`src/rtl/reg_dump_reader_pkg.sv`:
```
// Shared definitions for the register dump reader and its byte serializer.
package reg_dump_reader_pkg;

  // Register file index width (32 architectural registers).
  localparam int IDX_W = 5;

  // Dump sequencer states.
  typedef enum logic [1:0] {
    ST_IDLE   = 2'd0,
    ST_SELECT = 2'd1,
    ST_SEND   = 2'd2,
    ST_DONE   = 2'd3
  } state_t;

  // Number of bytes needed to carry one word of the given width.
  function automatic int bytes_of(input int width);
    return width / 8;
  endfunction

  // Width of a counter that indexes bytes 0..nbytes-1 (at least one bit).
  function automatic int cnt_w(input int nbytes);
    return (nbytes < 2) ? 1 : $clog2(nbytes);
  endfunction

endpackage

```
`src/rtl/reg_byte_serializer.sv`:
```
// Loads a word and presents it one byte at a time, least significant byte
// first. The caller owns the valid/ready handshake and pulses shift on
// every accepted byte; last_byte flags the final byte of the word.
module reg_byte_serializer
  import reg_dump_reader_pkg::*;
#(
  parameter int WIDTH = 32
) (
  input  logic             clk,
  input  logic             rst_n,
  input  logic             load,
  input  logic [WIDTH-1:0] word,
  input  logic             shift,
  output logic [7:0]       data,
  output logic             last_byte
);

  localparam int BYTES = bytes_of(WIDTH);
  localparam int CW    = cnt_w(BYTES);
  localparam logic [CW-1:0] LAST_CNT = CW'(BYTES - 1);

  logic [WIDTH-1:0] shreg_r;
  logic [CW-1:0]    cnt_r;

  // Capture a fresh word on load, otherwise drop the accepted byte on shift.
  always_ff @(posedge clk or negedge rst_n) begin
    if (!rst_n) begin
      shreg_r <= '0;
      cnt_r   <= '0;
    end else if (load) begin
      shreg_r <= word;
      cnt_r   <= '0;
    end else if (shift) begin
      shreg_r <= shreg_r >> 32'd8;
      cnt_r   <= cnt_r + CW'(1);
    end else begin
      shreg_r <= shreg_r;
      cnt_r   <= cnt_r;
    end
  end

  assign data      = shreg_r[7:0];
  assign last_byte = (cnt_r == LAST_CNT);

endmodule

```
`src/rtl/reg_dump_reader.sv`:
```
// Debug-side register file dumper: walks the debug read port over an index
// range (wrapping 31->0), snapshots each register in its SELECT cycle and
// streams the value out LSB-first on a valid/ready byte interface.
module reg_dump_reader
  import reg_dump_reader_pkg::*;
#(
  parameter int WIDTH = 32
) (
  input  logic             clk,
  input  logic             reset,
  input  logic             start,
  input  logic [4:0]       first_sel,
  input  logic [4:0]       last_sel,
  output logic [4:0]       Debug_Source_select,
  input  logic [WIDTH-1:0] Debug_out,
  output logic [7:0]       byte_data,
  output logic             byte_valid,
  input  logic             byte_ready,
  output logic             byte_last,
  output logic [4:0]       idx_out,
  output logic             busy,
  output logic             done
);

  localparam int BYTES = bytes_of(WIDTH);

  state_t           state_r, state_s;
  logic [IDX_W-1:0] idx_r, idx_s;
  logic [IDX_W-1:0] end_r, end_s;
  logic [IDX_W-1:0] sel_r, sel_s;
  logic             busy_r, valid_r, done_r, final_reg_r;
  logic             load_s, shift_s, accept_s, ser_last_s;

  // Next-state, index bookkeeping and serializer control.
  always_comb begin
    state_s  = state_r;
    idx_s    = idx_r;
    end_s    = end_r;
    sel_s    = sel_r;
    load_s   = 1'b0;
    shift_s  = 1'b0;
    accept_s = valid_r && byte_ready;
    case (state_r)
      ST_IDLE: begin
        if (start) begin
          idx_s   = first_sel;
          end_s   = last_sel;
          sel_s   = first_sel;
          state_s = ST_SELECT;
        end else begin
          state_s = ST_IDLE;
        end
      end
      ST_SELECT: begin
        // Debug_out is combinational from sel_r; snapshot it now.
        load_s  = 1'b1;
        state_s = ST_SEND;
      end
      ST_SEND: begin
        if (accept_s) begin
          shift_s = 1'b1;
          if (ser_last_s) begin
            if (idx_r == end_r) begin
              state_s = ST_DONE;
            end else begin
              idx_s   = idx_r + 5'd1;
              sel_s   = idx_r + 5'd1;
              state_s = ST_SELECT;
            end
          end else begin
            state_s = ST_SEND;
          end
        end else begin
          state_s = ST_SEND;
        end
      end
      ST_DONE: begin
        state_s = ST_IDLE;
      end
      default: begin
        state_s = ST_IDLE;
      end
    endcase
  end

  // State, index and registered status outputs.
  always_ff @(posedge clk or negedge reset) begin
    if (!reset) begin
      state_r     <= ST_IDLE;
      idx_r       <= '0;
      end_r       <= '0;
      sel_r       <= '0;
      busy_r      <= 1'b0;
      valid_r     <= 1'b0;
      done_r      <= 1'b0;
      final_reg_r <= 1'b0;
    end else begin
      state_r     <= state_s;
      idx_r       <= idx_s;
      end_r       <= end_s;
      sel_r       <= sel_s;
      busy_r      <= (state_s == ST_SELECT) || (state_s == ST_SEND);
      valid_r     <= (state_s == ST_SEND);
      done_r      <= (state_s == ST_DONE);
      final_reg_r <= (idx_s == end_s);
    end
  end

  reg_byte_serializer #(.WIDTH(WIDTH)) u_ser (
    .clk       (clk),
    .rst_n     (reset),
    .load      (load_s),
    .word      (Debug_out),
    .shift     (shift_s),
    .data      (byte_data),
    .last_byte (ser_last_s)
  );

  assign Debug_Source_select = sel_r;
  assign idx_out             = idx_r;
  assign busy                = busy_r;
  assign byte_valid          = valid_r;
  assign done                = done_r;
  assign byte_last           = valid_r && ser_last_s && final_reg_r;

endmodule

```
`config.mk`:
```
export PLATFORM = sky130hd
export DESIGN_NAME = reg_dump_reader
export DESIGN_NICKNAME = d
export VERILOG_FILES = /design/src/rtl/reg_dump_reader_pkg.sv /design/src/rtl/reg_byte_serializer.sv /design/src/rtl/reg_dump_reader.sv
export SDC_FILE = /design/constraint.sdc
export NUM_CORES = 1
export LEC_CHECK = 0
export ABC_AREA = 1
export CAP_MARGIN = 5
export CORE_MARGIN = 1
export CORE_UTILIZATION = 53
export DETAILED_ROUTE_END_ITERATION = 8
export PLACE_DENSITY = 0.85
export SLEW_MARGIN = 10
export SYNTH_ARGS = -nofsm -noshare
export SYNTH_HDL_FRONTEND = slang
export SYNTH_SLANG_ARGS = --single-unit
```
`constraint.sdc`:
```
create_clock -name clk -period 5.4 [get_ports clk]
set_clock_uncertainty 0.2 [all_clocks]
set_input_delay 0.81 -clock clk [delete_from_list [all_inputs] [get_ports clk]]
set_output_delay 0.81 -clock clk [all_outputs]
set_load 0.005 [all_outputs]
```
After elaboration in Yosys (flattened, before gate mapping):

Index checks and enable logic that the tools add are counted.

* bits in registers: 55
* latch bits: 0
* bits in writable memories: 0
* bits in read-only memories: 0
* input bits: 46
* output and inout port bits: 22
* logic and storage cells: 57
* memories: 0

* add/sub/neg operators: 2
* $mul: 0
* divide/modulo/power cells: 0
* magnitude comparators: 0
* eq/ne operators: 13
* shift-type cells: 0
* multiplexer cells: 24
* bitwise operators: 0
* reduce and logical (&&, ||, !) cells: 8

Operator list (number)
* 2-to-1 mux 32 bit: 2
* 2-to-1 mux 5 bit: 10
* case mux 5 bit (2 select lines): 2
* == test 2 bit, second input constant: 5
* == test 5 bit: 2
* 2-to-1 mux 2 bit: 5
* != test 2 bit, second input constant: 4
* case mux 2 bit (4 select lines): 1
* adder 5 x 1 -> 5 bit, second input constant: 1
* AND reduction 5 bit: 1
* == test 2 x 1 -> 1 bit, second input constant: 2
* 2-to-1 mux 1 bit: 4
* nonzero test 2 bit: 2
* logical AND 1 bit: 3
* adder 2 x 1 -> 2 bit, second input constant: 1
* zero test 2 bit: 1
* logical OR 1 bit: 1

Longest topological paths before layout:

Gate-level depths: netlist (run 1).

* word-level depth: 7
* depth in mapped cells: 15
* mapped depth without buffers: 14

Cells and area by module:

From an unflattened synthesis (run 1), not the netlist that was laid out.

* cell total of the unflattened synthesis: 354
* area total of the unflattened synthesis: 2865.2 um^2

By module, submodules not included
* reg_byte_serializer: instances 1, cells each 183, area an instance 1582.8 um^2, seq. area each 850.8 um^2
* reg_dump_reader: instances 1, cells each 171, area an instance 1282.5 um^2, seq. area each 525.5 um^2

Worst setup path after synthesis (run 1):

No wires, ideal clock.

* kind: input -> register
* start: in byte_ready
* end: reg final_reg_r
* data arrival time: 1.687 ns
* required time: 5.084 ns
* path slack: 3.398 ns
* cell stages on the path: 11
* path through: nand2_1 nor2_1 nand2_4 nand2_2 nand2_1 nand2_2 nand3_2 nand2_1 nand2_1 nand3_2 nor2_2

* word-level cells in the longest chain between the ends: 4

Ends and longest elaborated chain
* start: declaration: RTL line reg_dump_reader.sv:18 `input logic byte_ready,`
* logical AND 1 bit: RTL line reg_dump_reader.sv:42 `accept_s = valid_r && byte_ready;`
* 2-to-1 mux 5 bit: RTL line reg_dump_reader.sv:60 `if (accept_s) begin`
* case mux 5 bit (2 select lines): RTL line reg_dump_reader.sv:43 `case (state_r)`
* net idx_s[4]: RTL line reg_dump_reader.sv:28 `logic [IDX_W-1:0] idx_r, idx_s;`
* == test 5 bit: RTL line reg_dump_reader.sv:105 `final_reg_r <= (idx_s == end_s);`
* end signal: assignment: RTL line reg_dump_reader.sv:105
* end: declaration: RTL line reg_dump_reader.sv:31 `logic busy_r, valid_r, done_r, final_reg_r;`

The timed path passes the listed nets, and every way through them passes these cells.
A chain may end at the register's enable or synchronous reset.

Final worst setup path (run 1):

* start: in byte_ready
* end: reg u_ser.shreg_r[17]

* word-level cells in the longest chain between the ends: 4

Ends and longest elaborated chain
* logical AND 1 bit: RTL line reg_dump_reader.sv:42
* 2-to-1 mux 1 bit: RTL line reg_dump_reader.sv:60
* 2-to-1 mux 1 bit: RTL line reg_dump_reader.sv:43
* nonzero test 2 bit (no line)
* end signal: assignment: RTL line reg_byte_serializer.sv:31 `shreg_r <= word;`
* end signal: assignment: RTL line reg_byte_serializer.sv:34 `shreg_r <= shreg_r >> 32'd8;`
* end signal: assignment: RTL line reg_byte_serializer.sv:37 `shreg_r <= shreg_r;`
* end: declaration: RTL line reg_byte_serializer.sv:22 `logic [WIDTH-1:0] shreg_r;`

No other way between the ends.

==> run_results.csv, run 1 <==
group,metric,value,unit
floorplan,die_h,74.0,um
clocking,cts_max_path_buffers,2,
min_path,holdPathEnd,"u_ser.shreg_r[2]$_DFFE_PN0P_",
global_routing,grt_pass1_vias,2171,
sta,rsz0062_at_grt,"false",
logic_synthesis,syn_area_per_cell,8.72,um^2
logic_synthesis,ys_types,32,
clocking,postCtsHoldBufs,0,
global_routing,overflow,0,
sta,maxSlewViolCount,0,
finish,layout-drive-gt1-share,11.2,%
worst_setup_path,worst_setup_path_end_kind,"flip-flop",
floorplan,die_w,74.0,um
clocking,cts_setup_buffers,0,
min_path,holdPathStages,2,
worst_setup_path,startpoint_type,"input port",
sta,fin_crit_sh,52.4,%
route,routed_wl,5970,um
sta,hold_viol,0,
route,dr.first_iter.drc_count,179,
floorplan,io_pins,68,
worst_setup_path,rrSetupSlack,2870,ps
run,drv_cap,0,
logic_synthesis,synth_area,2750,um^2
finish,antenna_cells,0,
sta,max-slew-margin-rel,54.7,%
status,status,"finished clean",
clocking,cts_buffers,5,
worst_setup_path,arrival,2810,ps
clocking,cts_resized,0,
floorplan,die-area,5470,um^2
clocking,root_buffer,"clkbuf_8",
power_and_ir_drop,leakagePower,1.64,nW
worst_setup_path,critPathMaxFanout,17,
logic_synthesis,ys_seq_elements,55,
route,detail_route.wl_per_cell,13.5,um
placement,gp_congestion,0.871,
worst_setup_path,rr_worst_depth,7,
worst_setup_path,required,5380,ps
sta,fmax,0.353,GHz
logic_synthesis,synth-seq-area-share,50.1,%
route,final_antenna_net_count,0,
global_routing,grt_antenna_before_repair,0,
route,vias,2299,
logic_synthesis,synth_edf_count,0,
route,routed_via_density,5.20,
clocking,clock_sinks,55,
worst_setup_path,path_class,"in -> reg",
worst_setup_path,r2r_start,"state_r[0]$_DFF_PN0_",
placement,io_buffers,67,
power_and_ir_drop,power,0.00180,W
logic_synthesis,yosysWarnings,0,
worst_setup_path,r2r_end,"u_ser.shreg_r[17]$_DFFE_PN0P_",
sta,min_period,2830,ps
finish,area_growth,27.6,%
logic_synthesis,synth_cells,315,
route,drt_first_pass_iters,4,
min_path,min_path_type,"reg -> reg",
floorplan,rows,25,
global_routing,grt_max_degree,56,
clocking,cts_tree,"built",
finish,nets,424,
route,drc,0,
clocking,clk_pin_slew,100,ps
sta,finalWorstSetupSlack,2570,ps
global_routing,grt_usage,24.2,%
clocking,htree_levels,2,
sta,setup_tns,0,ps
logic_synthesis,async_reset_ff_share,100,%
power_and_ir_drop,ir_drop,0.305,mV
logic_synthesis,synth-main-ff-cell,"dfrtp_1",
global_routing,grt_pass1_wl,9950,um
clocking,worst_skew_pair.late_latency,310,ps
placement,dp_hpwl,4320,um
power_and_ir_drop,power_density,515,nW/um^2
sta,setup_violations,0,
min_path,hp-start,"u_ser.shreg_r[2]$_DFFE_PN0P_",
floorplan,start_util,56.6,%
floorplan,fp.coreArea,4850,um^2
logic_synthesis,synth_nets,365,
sta,tightest_slew,679,ps
placement,place_ws,2250,ps
flip-flops by register name (all words and copies together) (netlist names):
name                 flops
done                     1
state_r                  2
u_ser.shreg_r           32
busy                     1
end_r                    5
byte_valid               1
idx_out                  5
u_ser.cnt_r              2
Debug_Source_select      5
final_reg_r              1
cells in the mapped netlist, types with 2 or more instances:
master,instances,share of area (%)
nor2_2,4,0.91
ha_1,4,1.8
buf_2,4,0.73
o21ai_0,11,2.0
nand2_4,4,1.6
dfrtp_1,55,50
nand2_1,89,12
nand3_1,16,2.9
inv_2,6,0.82
a22o_1,5,1.6
a21oi_1,3,0.55
nand3_2,5,1.8
buf_4,9,2.5
or2_1,2,0.46
nand4_1,5,1.1
nor2_1,14,1.9
o21ai_1,6,1.1
nand2_2,7,1.6
clkinv_1,2,0.27
a31oi_1,4,0.91
o221ai_1,4,1.3
xor2_1,2,0.64
inv_1,28,3.8
o211ai_1,6,1.6
a22oi_1,9,2.5
clkbuf_1,5,0.68
through the flow:
stage | util [%] | instance area, um^2 | instances | hold WS, ps
final | 72.3 | 3500 | 442 | 290
after floorplan | - | 2750 | 315 | 250
after global routing | 72.3 | 3500 | 442 | 312
after global placement | 70.4 | 3410 | 434 | 266
after CTS | 72.3 | 3500 | 442 | 294
after detailed placement | 70.4 | 3410 | 434 | 270
cells by family (layout without fill, tap and decap cells):
| group | Yosys count | after routing | synth area share [%] |
|---|---|---|---|
| AO/OA/AOI/OAI | 48 | 48 | 11.5 |
| XOR/XNOR | 4 | 4 | 1.55 |
| adder cells (fa/ha/maj) | 4 | 4 | 1.82 |
| buffers and inverters | 54 | 114 | 8.79 |
| flip-flops | 55 | 55 | 50.1 |
| AND/OR/NAND/NOR | 150 | 150 | 26.2 |
worst max-delay path by stage:
stage,startpoint,endpoint,slack [ps],depth (start not counted)
finish,byte_ready,u_ser.shreg_r[17]$_DFFE_PN0P_,2570,7
global route,byte_ready,u_ser.shreg_r[16]$_DFFE_PN0P_,2360,7
CTS,byte_ready,u_ser.shreg_r[17]$_DFFE_PN0P_,2570,7
detailed placement,byte_ready,u_ser.shreg_r[17]$_DFFE_PN0P_,2250,7
global placement,byte_ready,u_ser.shreg_r[16]$_DFFE_PN0P_,2320,7
floorplan,byte_ready,final_reg_r$_DFF_PN0_,3400,11
power by group:
group	internal (W)	switching [W]	total, W
Combinational	0.000388	0.000466	0.000854
Clock	0.0000935	0.000135	0.000229
Sequential	0.000597	0.000124	0.000721
Total	0.00108	0.000726	0.00180
layout by cell type, fill, tap and decap left out, types with 5 or more instances in the layout:
cell type | netlist | routed
nand2_1 | 89 | 89
nand3_2 | 5 | 5
clkbuf_8 | 0 | 5
nand2_2 | 7 | 7
nor2_2 | 4 | 5
o211ai_1 | 6 | 6
o21ai_1 | 6 | 6
inv_1 | 28 | 28
clkdlybuf4s50_1 | 0 | 66
a22o_1 | 5 | 5
nand3_1 | 16 | 16
dfrtp_1 | 55 | 55
a22oi_1 | 9 | 9
o21ai_0 | 11 | 11
nand4_1 | 5 | 5
nor2_1 | 14 | 13
inv_2 | 6 | 6
worst max-delay path, cell delays in order:
cell             delay [ps]
clkdlybuf4s50_1         460
nand2_1                 100
nor2_2                  490
nor2_1                  240
buf_4                   260
inv_1                   290
o221ai_1                160
final cells by class:
cell class                 instances  area [um^2]
fill                             375         1340
clock inverter                     2         17.5
clock buffer                       6         72.6
tap                               67         83.8
inverter                          36          135
timing repair buffer              70          688
sequential                        55         1380
multi-input combinational        206         1130
metal layers:
metal  GRT usage (%)  up-vias  share of wire [%]
li1                -     1141                  -
met4            7.26        0                1.3
met3            3.66        8                5.1
met5               0        -                  0
met2            38.8       76                 47
met1            34.3     1074                 47
Power figures use the tool's default switching activity.
==> inputs of run 2 (changes only) <==
Settings changed: CORE_UTILIZATION 53 to 49, PLACE_DENSITY 0.85 to 0.8.
Clock period 5.4 ns to 2.9 ns, I/O delays scaled along.
==> run 2 against run 1 <==
Sequential power is 86% higher. Clock-buffer cell count down 1. Critical path depth shrank 4. Via count is 0.35% higher. Setup slack got worse by 1800 ps. Worst hold slack gained 0.74 ps. Clock power up 91%. Total power grew 88%. Wire length rose by 4.5%. Utilization decreased by 4.8 points. Critical endpoint is now byte_last.
==> run_results.csv, run 2 (synthesis gave the netlist of run 1 again) <==
group,metric,value,unit
sta,maxSlewViolCount,0,
global_routing,grt_pass1_wl,10700,um
finish,layout_commonest_cell,"nand2_1",
floorplan,die_h,76.9,um
route,routed_wl,6230,um
worst_setup_path,required,2270,ps
placement,gp_congestion,0.900,
worst_setup_path,arrival,1540,ps
floorplan,start_util,52.4,%
sta,setup_violations,0,
route,detail_route.wl_per_cell,13.9,um
sta,setup_tns,0,ps
worst_setup_path,cpMaxStageDelayCell,"clkdlybuf4s50_1",
placement,io_buffers,67,
power_and_ir_drop,ir_drop,0.499,mV
min_path,holdPathStages,2,
worst_setup_path,crit_chain,"ha_1, and3_1, clkdlybuf4s50_1",
clocking,cts_max_path_buffers,2,
worst_setup_path,path_class,"reg -> out",
worst_setup_path,critPathMaxFanout,3,
clocking,cts_buffers,5,
clocking,cts_tree,"built",
floorplan,die_w,76.9,um
finish,nets,427,
sta,fin_crit_sh,75.0,%
min_path,min_path_type,"reg -> reg",
finish,final_cell_mix,"nand2_1, clkdlybuf4s50_1, dfrtp_1, inv_1, nand3_1",
status,status,"finished clean",
clocking,clock_sinks,55,
worst_setup_path,rr_worst_depth,7,
sta,fmax,0.460,GHz
worst_setup_path,cp_num_cells,3,
global_routing,grt_usage,23.0,%
power_and_ir_drop,power_density,958,nW/um^2
route,vias,2307,
route,dr.first_iter.drc_count,224,
global_routing,grt_max_degree,35,
sta,rsz0062_at_grt,"false",
finish,largest-register,"u_ser.shreg_r",
run,drv_cap,0,
worst_setup_path,startpoint_type,"flip-flop",
floorplan,die-area,5910,um^2
power_and_ir_drop,leakagePower,1.65,nW
global_routing,overflow,0,
route,routed_via_density,5.15,
finish,antenna_cells,0,
worst_setup_path,worst_setup_path_end_kind,"primary output",
worst_setup_path,crit_family,"buffers and inverters",
finish,layout-drive-gt1-share,11.9,%
clocking,root_buffer,"clkbuf_8",
floorplan,io_pins,68,
route,drc,0,
clocking,htree_levels,2,
floorplan,rows,26,
sta,tightest_slew,605,ps
clocking,worst_skew_pair.late_latency,310,ps
finish,area_growth,28.7,%
placement,place_ws,600,ps
route,final_antenna_net_count,0,
finish,fillers,436,
sta,finalWorstSetupSlack,724,ps
clocking,cts_setup_buffers,0,
finish,largest_reg_flops,32,
worst_setup_path,crit_buf_inv,1,
worst_setup_path,max_stage_delay,450,ps
clocking,clk_pin_slew,100,ps
global_routing,grt_pass1_vias,2286,
sta,min_period,2180,ps
floorplan,fp.coreArea,5240,um^2
sta,max-slew-margin-rel,59.7,%
route,drt_first_pass_iters,4,
placement,dp_hpwl,4610,um
sta,hold_viol,0,
global_routing,grt_antenna_before_repair,0,
==> run 2: final timing paths <==
| path | startpoint | slack [ps] | end |
|---|---|---|---|
| setup / recovery | u_ser.cnt_r[0]$_DFFE_PN0P_ | 720 | byte_last |
| hold / removal | u_ser.shreg_r[5]$_DFFE_PN0P_ | 290 | u_ser.shreg_r[5]$_DFFE_PN0P_ |
| setup reg to reg | state_r[0]$_DFF_PN0_ | 900 | u_ser.shreg_r[9]$_DFFE_PN0P_ |
| hold reg to reg | u_ser.shreg_r[5]$_DFFE_PN0P_ | 290 | u_ser.shreg_r[5]$_DFFE_PN0P_ |
| max in group asynchronous | reset | 1400 | u_ser.cnt_r[1]$_DFFE_PN0P_ |
| min in group asynchronous | reset | 470 | u_ser.shreg_r[19]$_DFFE_PN0P_ |
==> run 2: where the power goes <==
group          switching [W]  total, W  internal [W]  leakage (nW)
combinational       0.000885   0.00161      0.000725         0.922
clock               0.000263  0.000438      0.000175        0.0461
sequential          0.000227   0.00134       0.00111         0.682
==> run 2: layout make-up <==
class	count	area, um^2	area share (%)
flip-flops and latches	55	1380	38.9
multi-input cells	206	1130	32.0
repair buffers	73	713	20.2
inverters	36	135	3.82
well taps	70	87.6	2.48
clock buffers	5	68.8	1.95
clock inverters	3	23.8	0.672
==> run 2: metrics by stage <==
stage | area (um^2) | hold slack, ps | power [W] | instances | util (%)
after floorplan | 2750 | -60.6 | 0.00241 | 315 | -
after global placement | 3430 | 265 | 0.00290 | 439 | 65.6
after detailed placement | 3430 | 263 | 0.00295 | 439 | 65.6
after CTS | 3540 | 296 | 0.00340 | 448 | 67.5
after global routing | 3540 | 323 | 0.00365 | 448 | 67.5
final | 3540 | 290 | 0.00339 | 448 | 67.5
==> run 2: worst min-delay path, stage by stage, from the launching register on <==
cell	delay (ps)
dfrtp_1	360
nand2_1	50
nand3_1	50
==> run 2: metal layers <==
metal	global-route usage, %	up-vias	share of wire (%)
met2	37.6	77	48
met1	31.3	1080	46
met3	3.45	9	4.5
met5	0	-	0
li1	-	1141	-
met4	7.31	0	1.5
==> run 2: repair_timing <==
item / in CTS / in global routing
endpoints found under the hold margin: 24 / 0
hold buffers: 1 / 0
resized for setup: 0 / 0
